<file path="src/rtl/clk_gate_ctl_if.sv">
// Signal bundle between a gated unit's requester and its clock-gate enable controller.
// The controller takes the slave side; the requester / gated unit takes the master side.
interface clk_gate_ctl_if #(
    parameter int CNT_W = 16
);
    logic             req;
    logic             busy;
    logic             force_on;
    logic             gate_en;
    logic             ack;
    logic [1:0]       state;
    logic [CNT_W-1:0] off_count;

    modport master (
        output req,
        output busy,
        output force_on,
        input  gate_en,
        input  ack,
        input  state,
        input  off_count
    );

    modport slave (
        input  req,
        input  busy,
        input  force_on,
        output gate_en,
        output ack,
        output state,
        output off_count
    );
endinterface

</file>
<file path="src/rtl/clk_gate_ctl.sv">
// Enable controller for a phi1 clock gater: wakes the gated unit on demand and shuts it off
// after a programmable idle window, with a minimum off time against chatter.
module clk_gate_ctl #(
    parameter int IDLE_CYCLES = 16,
    parameter int MIN_OFF     = 2,
    parameter int CNT_W       = 16
) (
    input  logic          clk,
    input  logic          reset,
    clk_gate_ctl_if.slave bus
);
    localparam int IDLE_W = (IDLE_CYCLES > 1) ? $clog2(IDLE_CYCLES) : 1;
    localparam int TMR_W  = (MIN_OFF > 0) ? $clog2(MIN_OFF + 1) : 1;
    localparam logic [IDLE_W-1:0] IDLE_LAST = IDLE_W'(IDLE_CYCLES - 1);
    localparam logic [TMR_W-1:0]  TMR_SAT   = TMR_W'(MIN_OFF);

    typedef enum logic [1:0] {
        ST_OFF   = 2'b00,
        ST_WAKE  = 2'b01,
        ST_ON    = 2'b10,
        ST_DRAIN = 2'b11
    } state_t;

    state_t            state_reg, state_next;
    logic [IDLE_W-1:0] idle_cnt_reg, idle_cnt_next;
    logic [TMR_W-1:0]  off_tmr_reg, off_tmr_next;
    logic [CNT_W-1:0]  off_count_reg, off_count_next;
    logic              gate_en_reg;
    logic              ack_reg;

    logic wake;
    logic idle;
    logic tmr_ready;
    logic last_idle;

    assign wake      = bus.req | bus.force_on;
    assign idle      = ~(bus.req | bus.busy | bus.force_on);
    assign tmr_ready = (MIN_OFF == 0) || (off_tmr_reg >= TMR_SAT);
    assign last_idle = (idle_cnt_reg == IDLE_LAST);

    // Outputs are flopped from the next state so gate_en never passes through a
    // multi-bit state decode and cannot glitch on the WAKE->ON transition.
    always_ff @(posedge clk) begin
        if (reset) begin
            state_reg     <= ST_OFF;
            idle_cnt_reg  <= '0;
            off_tmr_reg   <= '0;
            off_count_reg <= '0;
            gate_en_reg   <= 1'b0;
            ack_reg       <= 1'b0;
        end else begin
            state_reg     <= state_next;
            idle_cnt_reg  <= idle_cnt_next;
            off_tmr_reg   <= off_tmr_next;
            off_count_reg <= off_count_next;
            gate_en_reg   <= (state_next != ST_OFF);
            ack_reg       <= (state_next == ST_ON);
        end
    end

    always_comb begin
        state_next     = state_reg;
        idle_cnt_next  = '0;
        off_tmr_next   = '0;
        off_count_next = off_count_reg;

        case (state_reg)
            ST_OFF: begin
                if (wake && tmr_ready) begin
                    state_next = ST_WAKE;
                end
                off_tmr_next = (off_tmr_reg == TMR_SAT) ? off_tmr_reg : off_tmr_reg + 1'b1;
            end
            ST_WAKE: begin
                state_next = ST_ON;
            end
            ST_ON: begin
                if (idle && last_idle) begin
                    state_next = ST_DRAIN;
                end else if (idle) begin
                    idle_cnt_next = idle_cnt_reg + 1'b1;
                end
            end
            default: begin
                // Final confirmation cycle: any activity cancels the shutdown.
                if (idle) begin
                    state_next = ST_OFF;
                    if (!(&off_count_reg)) begin
                        off_count_next = off_count_reg + 1'b1;
                    end
                end else begin
                    state_next = ST_ON;
                end
            end
        endcase
    end

    always_comb begin
        bus.gate_en   = gate_en_reg;
        bus.ack       = ack_reg;
        bus.state     = state_reg;
        bus.off_count = off_count_reg;
    end
endmodule
</file>
<file path="src/flat_wrapper.sv">
// flat-port wrapper written by rule: the top's interface ports become plain ports
module clk_gate_ctl_flat 
#(
    parameter int IDLE_CYCLES = 16,
    parameter int MIN_OFF     = 2,
    parameter int CNT_W       = 16
)
  (clk, reset, bus_req, bus_busy, bus_force_on, bus_gate_en, bus_ack, bus_state, bus_off_count);
  clk_gate_ctl_if #(.CNT_W(CNT_W)) bus_i ();
  input  logic clk;
  input  logic reset;
  input wire logic [$bits(bus_i.req)-1:0] bus_req;
  input wire logic [$bits(bus_i.busy)-1:0] bus_busy;
  input wire logic [$bits(bus_i.force_on)-1:0] bus_force_on;
  output wire logic [$bits(bus_i.gate_en)-1:0] bus_gate_en;
  output wire logic [$bits(bus_i.ack)-1:0] bus_ack;
  output wire logic [$bits(bus_i.state)-1:0] bus_state;
  output wire logic [$bits(bus_i.off_count)-1:0] bus_off_count;
  assign bus_i.req = bus_req;
  assign bus_i.busy = bus_busy;
  assign bus_i.force_on = bus_force_on;
  assign bus_gate_en = bus_i.gate_en;
  assign bus_ack = bus_i.ack;
  assign bus_state = bus_i.state;
  assign bus_off_count = bus_i.off_count;
  clk_gate_ctl #(.IDLE_CYCLES(IDLE_CYCLES), .MIN_OFF(MIN_OFF), .CNT_W(CNT_W)) u_core (.clk(clk), .reset(reset), .bus(bus_i));
endmodule
</file>
<file path="config.mk">
export PLATFORM = sky130hd
export DESIGN_NAME = clk_gate_ctl_flat
export DESIGN_NICKNAME = d
export VERILOG_FILES = /design/src/rtl/clk_gate_ctl_if.sv /design/src/rtl/clk_gate_ctl.sv /design/src/flat_wrapper.sv
export SDC_FILE = /design/constraint.sdc
export NUM_CORES = 1
export LEC_CHECK = 0
export ABC_CLOCK_PERIOD_IN_PS = 3400
export CAP_MARGIN = 25
export CORE_AREA = 2 2 55 57
export CTS_CLUSTER_DIAMETER = 50
export DETAILED_ROUTE_END_ITERATION = 7
export DIE_AREA = 0 0 57 59
export GPL_TIMING_DRIVEN = 0
export PLACE_DENSITY = 0.74
export SLEW_MARGIN = 15
export SYNTH_ARGS = -nofsm -noshare
export SYNTH_HDL_FRONTEND = slang
export SYNTH_SLANG_ARGS = --single-unit
</file>
<file path="constraint.sdc">
create_clock -name clk -period 3.4 [get_ports clk]
set_input_delay 0.68 -clock clk [delete_from_list [all_inputs] [get_ports clk]]
set_output_delay 0.68 -clock clk [all_outputs]
set_load 0.005 [all_outputs]
</file>
==> results by group, run 1 <==
Synthesis
  – Mapped Nets: 157
  – Post-synthesis cell area: 1276 um2
  – Area contributors post-synth: dfxtp_1, ha_1, o31ai_1
  – Area share of the largest cell type after synthesis: 0.4078
  – Synth Instances: 145
  – YS warnings: 0
  – Seq cells post-synth: 26
  – Cell variety after synth: 35
  – Syn avg cell area: 8.802 um2
  – Seq/Total Area, Yosys: 0.4078
  – Post-synth top area cell: dfxtp_1

Route
  – WL per Instance: 13.25 um
  – Post-route DRC violation count: 0
  – Vias per std cell: 5.985
  – Drt initial violations: 23
  – Final WL: 2689 um
  – First drt pass iteration count: 4
  – Antenna Nets Post-Route: 0
  – DR vias: 1215

Floorplan
  – Initial Util: 0.4709
  – Cell Rows: 19
  – I/O Pins: 25
  – Die W: 57 um
  – DIE AREA: 3363 um2
  – Core Region: 2710 um2
  – Die Height: 59 um

Final layout
  – Fill count: 267
  – Final Core Density: 0.5822
  – Fin nets: 186
  – Synth-to-layout area growth: 23.63%
  – Layout cells sized above 1: 0.05814
  – Cell Count, Final, Fillers Out: 203
  – N_diodes: 0
  – Largest register FFs: 16

Timing
  – Worst Skew: 0.0009178 ns
  – Hold Violations, Final: 0
  – Slew Viols, Final: 0
  – Hold_ws: 0.4764 ns
  – Fin Setup TNS: 0 ns
  – Slew margin rel.: 0.5235
  – Period utilization: 0.8553
  – Final worst slack: 0.4921 ns
  – Min Tclk post-route: 2.908 ns
  – Fmax: 343.9 MHz
  – # setup viols final: 0
  – Worst-margin pin slew: 0.7083 ns
  – RSZ-0062 raised after global routing: no

Setup path
  – Worst setup EP type: register
  – Delay-heaviest family, CP: simple AND/OR/NAND/NOR gates
  – CP cell instances: clkdlybuf4s50_1 -> or4b_4 -> or4_1 -> clkbuf_2 -> nor4b_1 -> mux2_2
  – Crit path buffers/inverters: 2
  – Worst Path Arrival: 3.13 ns
  – CP required: 3.62 ns
  – Slowest stage cell, crit path: or4b_4
  – Worst-path fanout max: 6
  – Critical Path Start Type: primary input
  – Worst Path Class, Setup: in2reg
  – Crit-path max cell delay: 0.58 ns

Global route
  – Vias in the first global route: 1121
  – Initial antenna violation count: 0
  – First-pass GRT wire length: 4664 um
  – Total gr overflow: 0
  – Largest net degree at the start of global routing: 14
  – GR Util All Layers: 0.1732

Placement
  – I/O Buffers: 24
  – Final GP Congestion: 0.7779
  – Worst slack, placed: 0.1627 ns
  – Placed insts: 200
  – HPWL Detailed: 2053 um

Clocking
  – CTS clk-pin slew, worst paths: 0.13 ns
  – Max clock buf depth: 2
  – CTS Sinks: 26
  – Inserted Clock Buffers: 3
  – Root Buffer: clkbuf_4
  – Post-CTS setup buffer count: 0
  – Hold buffers post-CTS: 0
  – Post-CTS sizing: 0
  – CTS tree: built
  – Clock Latency Late Sink: 0.31 ns
  – H-Tree Depth: 1

Power and ir drop
  – Internal: 0.4647 mW
  – Power Density: 414.6 nW/um2
  – Sw Ratio: 0.2896
  – Combinational power share: 0.262
  – NetSw: 0.1895 mW
  – P_leak: 0.5215 nW
  – Flop pwr share: 0.545
  – Clock power frac: 0.193
  – Max VDD drop: 0.3947 mV

Flow run
  – Maximum Capacitance Violations: 0

Hold path
  – Worst hold path type: reg2reg

Run status
  – Outcome: finished clean
==> layout make-up <==
class / instances / area (um2) / area share
plain buffers: 6 / 23.77 / 0.01507
clock buffers: 3 / 22.52 / 0.01427
repair buffers: 24 / 240.2 / 0.1523
well taps: 31 / 38.79 / 0.02458
inverters: 7 / 26.28 / 0.01665
multi-input cells: 106 / 705.7 / 0.4473
flip-flops and latches: 26 / 520.5 / 0.3299
==> worst paths after layout <==
kind | from | to | slack, ns | cells past startpoint
setup / recovery | bus_req | u_core.bus.off_count[13] | 0.49 | 6
setup reg to reg | u_core.bus.state[1] | u_core.bus.off_count[13] | 0.72 | 6
hold reg to reg | u_core.idle_cnt_reg[0] | u_core.idle_cnt_reg[0] | 0.48 | 1
hold / removal | u_core.idle_cnt_reg[0] | u_core.idle_cnt_reg[0] | 0.48 | 1
==> per-stage QoR <==
stage                     instance area, um2  total power, mW
after floorplan                         1276           0.4652
after global placement                  1555           0.5247
after detailed placement                1555           0.5325
after CTS                               1578           0.6631
after global routing                    1578           0.7051
final                                   1578           0.6542
==> metal layers <==
| metal | vias up | track usage | wire length (um) |
|---|---|---|---|
| li1 | 598 | - | - |
| met1 | 581 | 0.2184 | 1237 |
| met2 | 32 | 0.3120 | 1312 |
| met3 | 4 | 0.02183 | 110 |
| met4 | 0 | 0.04983 | 28 |
| met5 | - | 0 | 0 |
==> power groups by stage <==
stage | Clock [mW] | Combinational (mW) | Sequential [mW]
detailed placement | 0 | 0.170 | 0.362
global placement | 0 | 0.162 | 0.363
floorplan | 0 | 0.104 | 0.361
finish | 0.126 | 0.171 | 0.356
global route | 0.144 | 0.200 | 0.360
CTS | 0.133 | 0.174 | 0.356
==> layout by cell type, fill, tap and decap left out <==
master / n
a21oi_1: 12
o21ai_0: 3
o22ai_1: 1
nor2_1: 13
a22oi_1: 1
and3_1: 1
nand4b_1: 1
o21a_1: 2
a311oi_1: 1
clkdlybuf4s50_1: 24
clkbuf_1: 5
mux2_2: 3
or4_1: 9
o31ai_1: 9
or3_1: 4
or4b_4: 1
nand2b_1: 1
nor4b_1: 1
nand4_1: 4
ha_1: 7
xnor2_1: 1
a211oi_1: 1
nor3_1: 3
nor3b_1: 1
xor2_1: 2
o21ba_2: 1
clkbuf_4: 3
nand2_1: 4
nor4_1: 4
clkbuf_2: 1
nand3_1: 9
or2_2: 1
dfxtp_1: 26
inv_1: 7
nor2b_1: 3
o41ai_1: 1
a211o_1: 1
==> cells in the mapped netlist <==
| library cell | number |
|---|---|
| or4b_4 | 1 |
| a311oi_1 | 1 |
| nor4_1 | 4 |
| or4_1 | 9 |
| o21ba_2 | 1 |
| nand3_1 | 9 |
| nand4b_1 | 1 |
| o21ai_0 | 3 |
| o22ai_1 | 1 |
| o31ai_1 | 9 |
| or3_1 | 4 |
| nand2b_1 | 1 |
| nand4_1 | 4 |
| a21oi_1 | 12 |
| nor3_1 | 3 |
| clkbuf_1 | 5 |
| o21a_1 | 2 |
| or2_2 | 1 |
| ha_1 | 7 |
| a22oi_1 | 1 |
| and3_1 | 1 |
| clkbuf_2 | 1 |
| nor2b_1 | 3 |
| a211oi_1 | 1 |
| nor4b_1 | 1 |
| a211o_1 | 1 |
| xnor2_1 | 1 |
| xor2_1 | 2 |
| mux2_2 | 3 |
| nor2_1 | 13 |
| inv_1 | 7 |
| dfxtp_1 | 26 |
| o41ai_1 | 1 |
| nor3b_1 | 1 |
| nand2_1 | 4 |
==> kinds of logic after synthesis <==
group           synth area share
flops                     0.4078
simple gates              0.2686
compound gates            0.1686
buf+inv                  0.03922
mux                      0.02647
fa+ha+maj                0.06862
xor+xnor                 0.02059
Note: power is estimated with default switching activity, not from simulation.
==> run 2: changes to the inputs <==
- REMOVE_ABC_BUFFERS: unset -> 1
==> run 2 against run 1 <==
Design area fell by 0.63%; critical path depth fell by 1; first-iteration DRC count up 39%; die area is the same; largest power group unchanged; global-route usage fell by 0.36 points; power fell by 0.24%; maximum frequency decreased by 1.6%; clock power hardly changed; flip-flop and latch count unchanged; clock skew rose by 0.0042 ns; critical path type unchanged; utilization down 0.37 points.
==> results by group, run 2 (same netlist as run 1, synthesis figures left out) <==
Clocking
  – CTS tree: built
  – CTS clk-pin slew, worst paths: 0.13 ns
  – Inserted Clock Buffers: 3
  – H-Tree Depth: 1
  – Post-CTS setup buffer count: 0
  – Root Buffer: clkbuf_4
  – Hold buffers post-CTS: 0
  – Max clock buf depth: 2
  – CTS Sinks: 26
  – Clock Latency Late Sink: 0.31 ns
  – Post-CTS sizing: 0

Timing
  – Worst Skew: 0.005083 ns
  – Fin Setup TNS: 0 ns
  – Fmax: 338.4 MHz
  – Worst-margin pin slew: 0.8229 ns
  – Period utilization: 0.8690
  – Slew Viols, Final: 0
  – # setup viols final: 0
  – Hold Violations, Final: 0
  – Slew margin rel.: 0.4497
  – RSZ-0062 raised after global routing: no
  – Min Tclk post-route: 2.955 ns

Final layout
  – Synth-to-layout area growth: 22.84%
  – Fill count: 246
  – Most frequent cells in the layout: dfxtp_1, clkdlybuf4s50_1, nor2_1
  – Fin nets: 181
  – Commonest non-fill, non-tap cell in the layout: dfxtp_1
  – Layout cells sized above 1: 0.06587
  – Largest register FFs: 16
  – Storage cell area: 520.5 um2
  – N_diodes: 0
  – Cell Count, Final, Fillers Out: 198
  – Area of the multi-input gates: 711.9 um2

Power and ir drop
  – P_leak: 0.5175 nW
  – NetSw: 0.1888 mW
  – Max VDD drop: 0.4071 mV
  – Clock power frac: 0.193
  – Total power: 0.6527 mW
  – Sw Ratio: 0.2893
  – Internal: 0.4638 mW
  – Combinational power share: 0.261
  – Flop pwr share: 0.546
  – Power Density: 416.3 nW/um2

Setup path
  – Crit-path max cell delay: 0.63 ns
  – Slowest stage cell, crit path: or4b_4
  – Worst-path fanout max: 14
  – Critical Path Start Type: primary input
  – Worst setup EP type: register
  – Crit path buffers/inverters: 1
  – Worst Path Class, Setup: in2reg
  – CP cell instances: clkdlybuf4s50_1 -> or4b_4 -> or4_1 -> nor4_1 -> mux2_2
  – Delay-heaviest family, CP: simple AND/OR/NAND/NOR gates
  – CP required: 3.62 ns
  – Worst Path Arrival: 3.17 ns

Route
  – Post-route DRC violation count: 0
  – First drt pass iteration count: 4
  – Antenna Nets Post-Route: 0
  – Vias per std cell: 5.934
  – Drt initial violations: 32
  – WL per Instance: 13.73 um
  – Final WL: 2719 um
  – DR vias: 1175

Flow run
  – Maximum Capacitance Violations: 0

Run status
  – Outcome: finished clean

Global route
  – GR Util All Layers: 0.1697
  – First-pass GRT wire length: 4485 um
  – Vias in the first global route: 1073
  – Largest net degree at the start of global routing: 25
  – Total gr overflow: 0
  – Initial antenna violation count: 0

Floorplan
  – Die Height: 59 um
  – Cell Rows: 19
  – Core Region: 2710 um2
  – DIE AREA: 3363 um2
  – Initial Util: 0.4709
  – I/O Pins: 25
  – Die W: 57 um

Placement
  – Final GP Congestion: 0.7869
  – Placed insts: 195
  – I/O Buffers: 24
  – HPWL Detailed: 2068 um

Hold path
  – Worst hold path type: reg2reg
==> run 2: cell count changes in the layout (fill, tap and decap cells not counted), sizes merged <==
| cell | before | now |
|---|---|---|
| buf | 0 | 1 |
| clkbuf | 9 | 3 |
==> run 2: power by group through the flow <==
| stage | clock network [mW] | registers [mW] | logic, mW |
|---|---|---|---|
| 2_1_floorplan | 0 | 0.361 | 0.101 |
| 3_3_place_gp | 0 | 0.361 | 0.159 |
| 3_5_place_dp | 0 | 0.364 | 0.172 |
| 4_1_cts | 0.133 | 0.357 | 0.173 |
| 5_1_grt | 0.149 | 0.361 | 0.198 |
| 6_report | 0.126 | 0.356 | 0.170 |
==> run 2: final timing paths <==
check | startpoint | to | slack, ns | cells past startpoint
worst min-delay path | u_core.idle_cnt_reg[0] | u_core.idle_cnt_reg[0] | 0.47 | 1
worst min register to register | u_core.idle_cnt_reg[0] | u_core.idle_cnt_reg[0] | 0.47 | 1
worst max register to register | u_core.bus.state[1] | u_core.bus.off_count[15] | 0.70 | 5
worst max-delay path | bus_req | u_core.bus.off_count[15] | 0.45 | 5
==> run 2: layout make-up <==
type	count	share of cell area
inverter	7	0.01676
tap	31	0.02474
clock buffer	3	0.01437
timing repair buffer	25	0.1580
multi-input combinational	106	0.4541
sequential	26	0.3320
==> run 2: metrics by stage <==
step                hold slack [ns]  worst slack, ns  utilization  instance area (um2)
detailed placement           0.4469          0.09337       0.5702                 1545
CTS                          0.4741           0.4552       0.5785                 1568
floorplan                    0.4175           0.8038            -                 1252
global route                 0.4872           0.3841       0.5785                 1568
finish                       0.4657           0.4453       0.5785                 1568
global placement             0.4284           0.1825       0.5651                 1531
==> run 2: routing by layer <==
layer / vias up / part of all wire / track usage
met1: 554 / 0.42 / 0.1749
met5: - / 0 / 0
met4: 0 / 0.015 / 0.07973
li1: 589 / - / -
met2: 26 / 0.54 / 0.3366
met3: 6 / 0.032 / 0.02183
==> run 2: worst register-to-register path: stages, from the launching register on <==
cell and delay (ns):
dfxtp_1 0.43, ha_1 0.22, or4b_4 0.56, or4_1 0.63
nor4_1 0.40, mux2_2 0.37
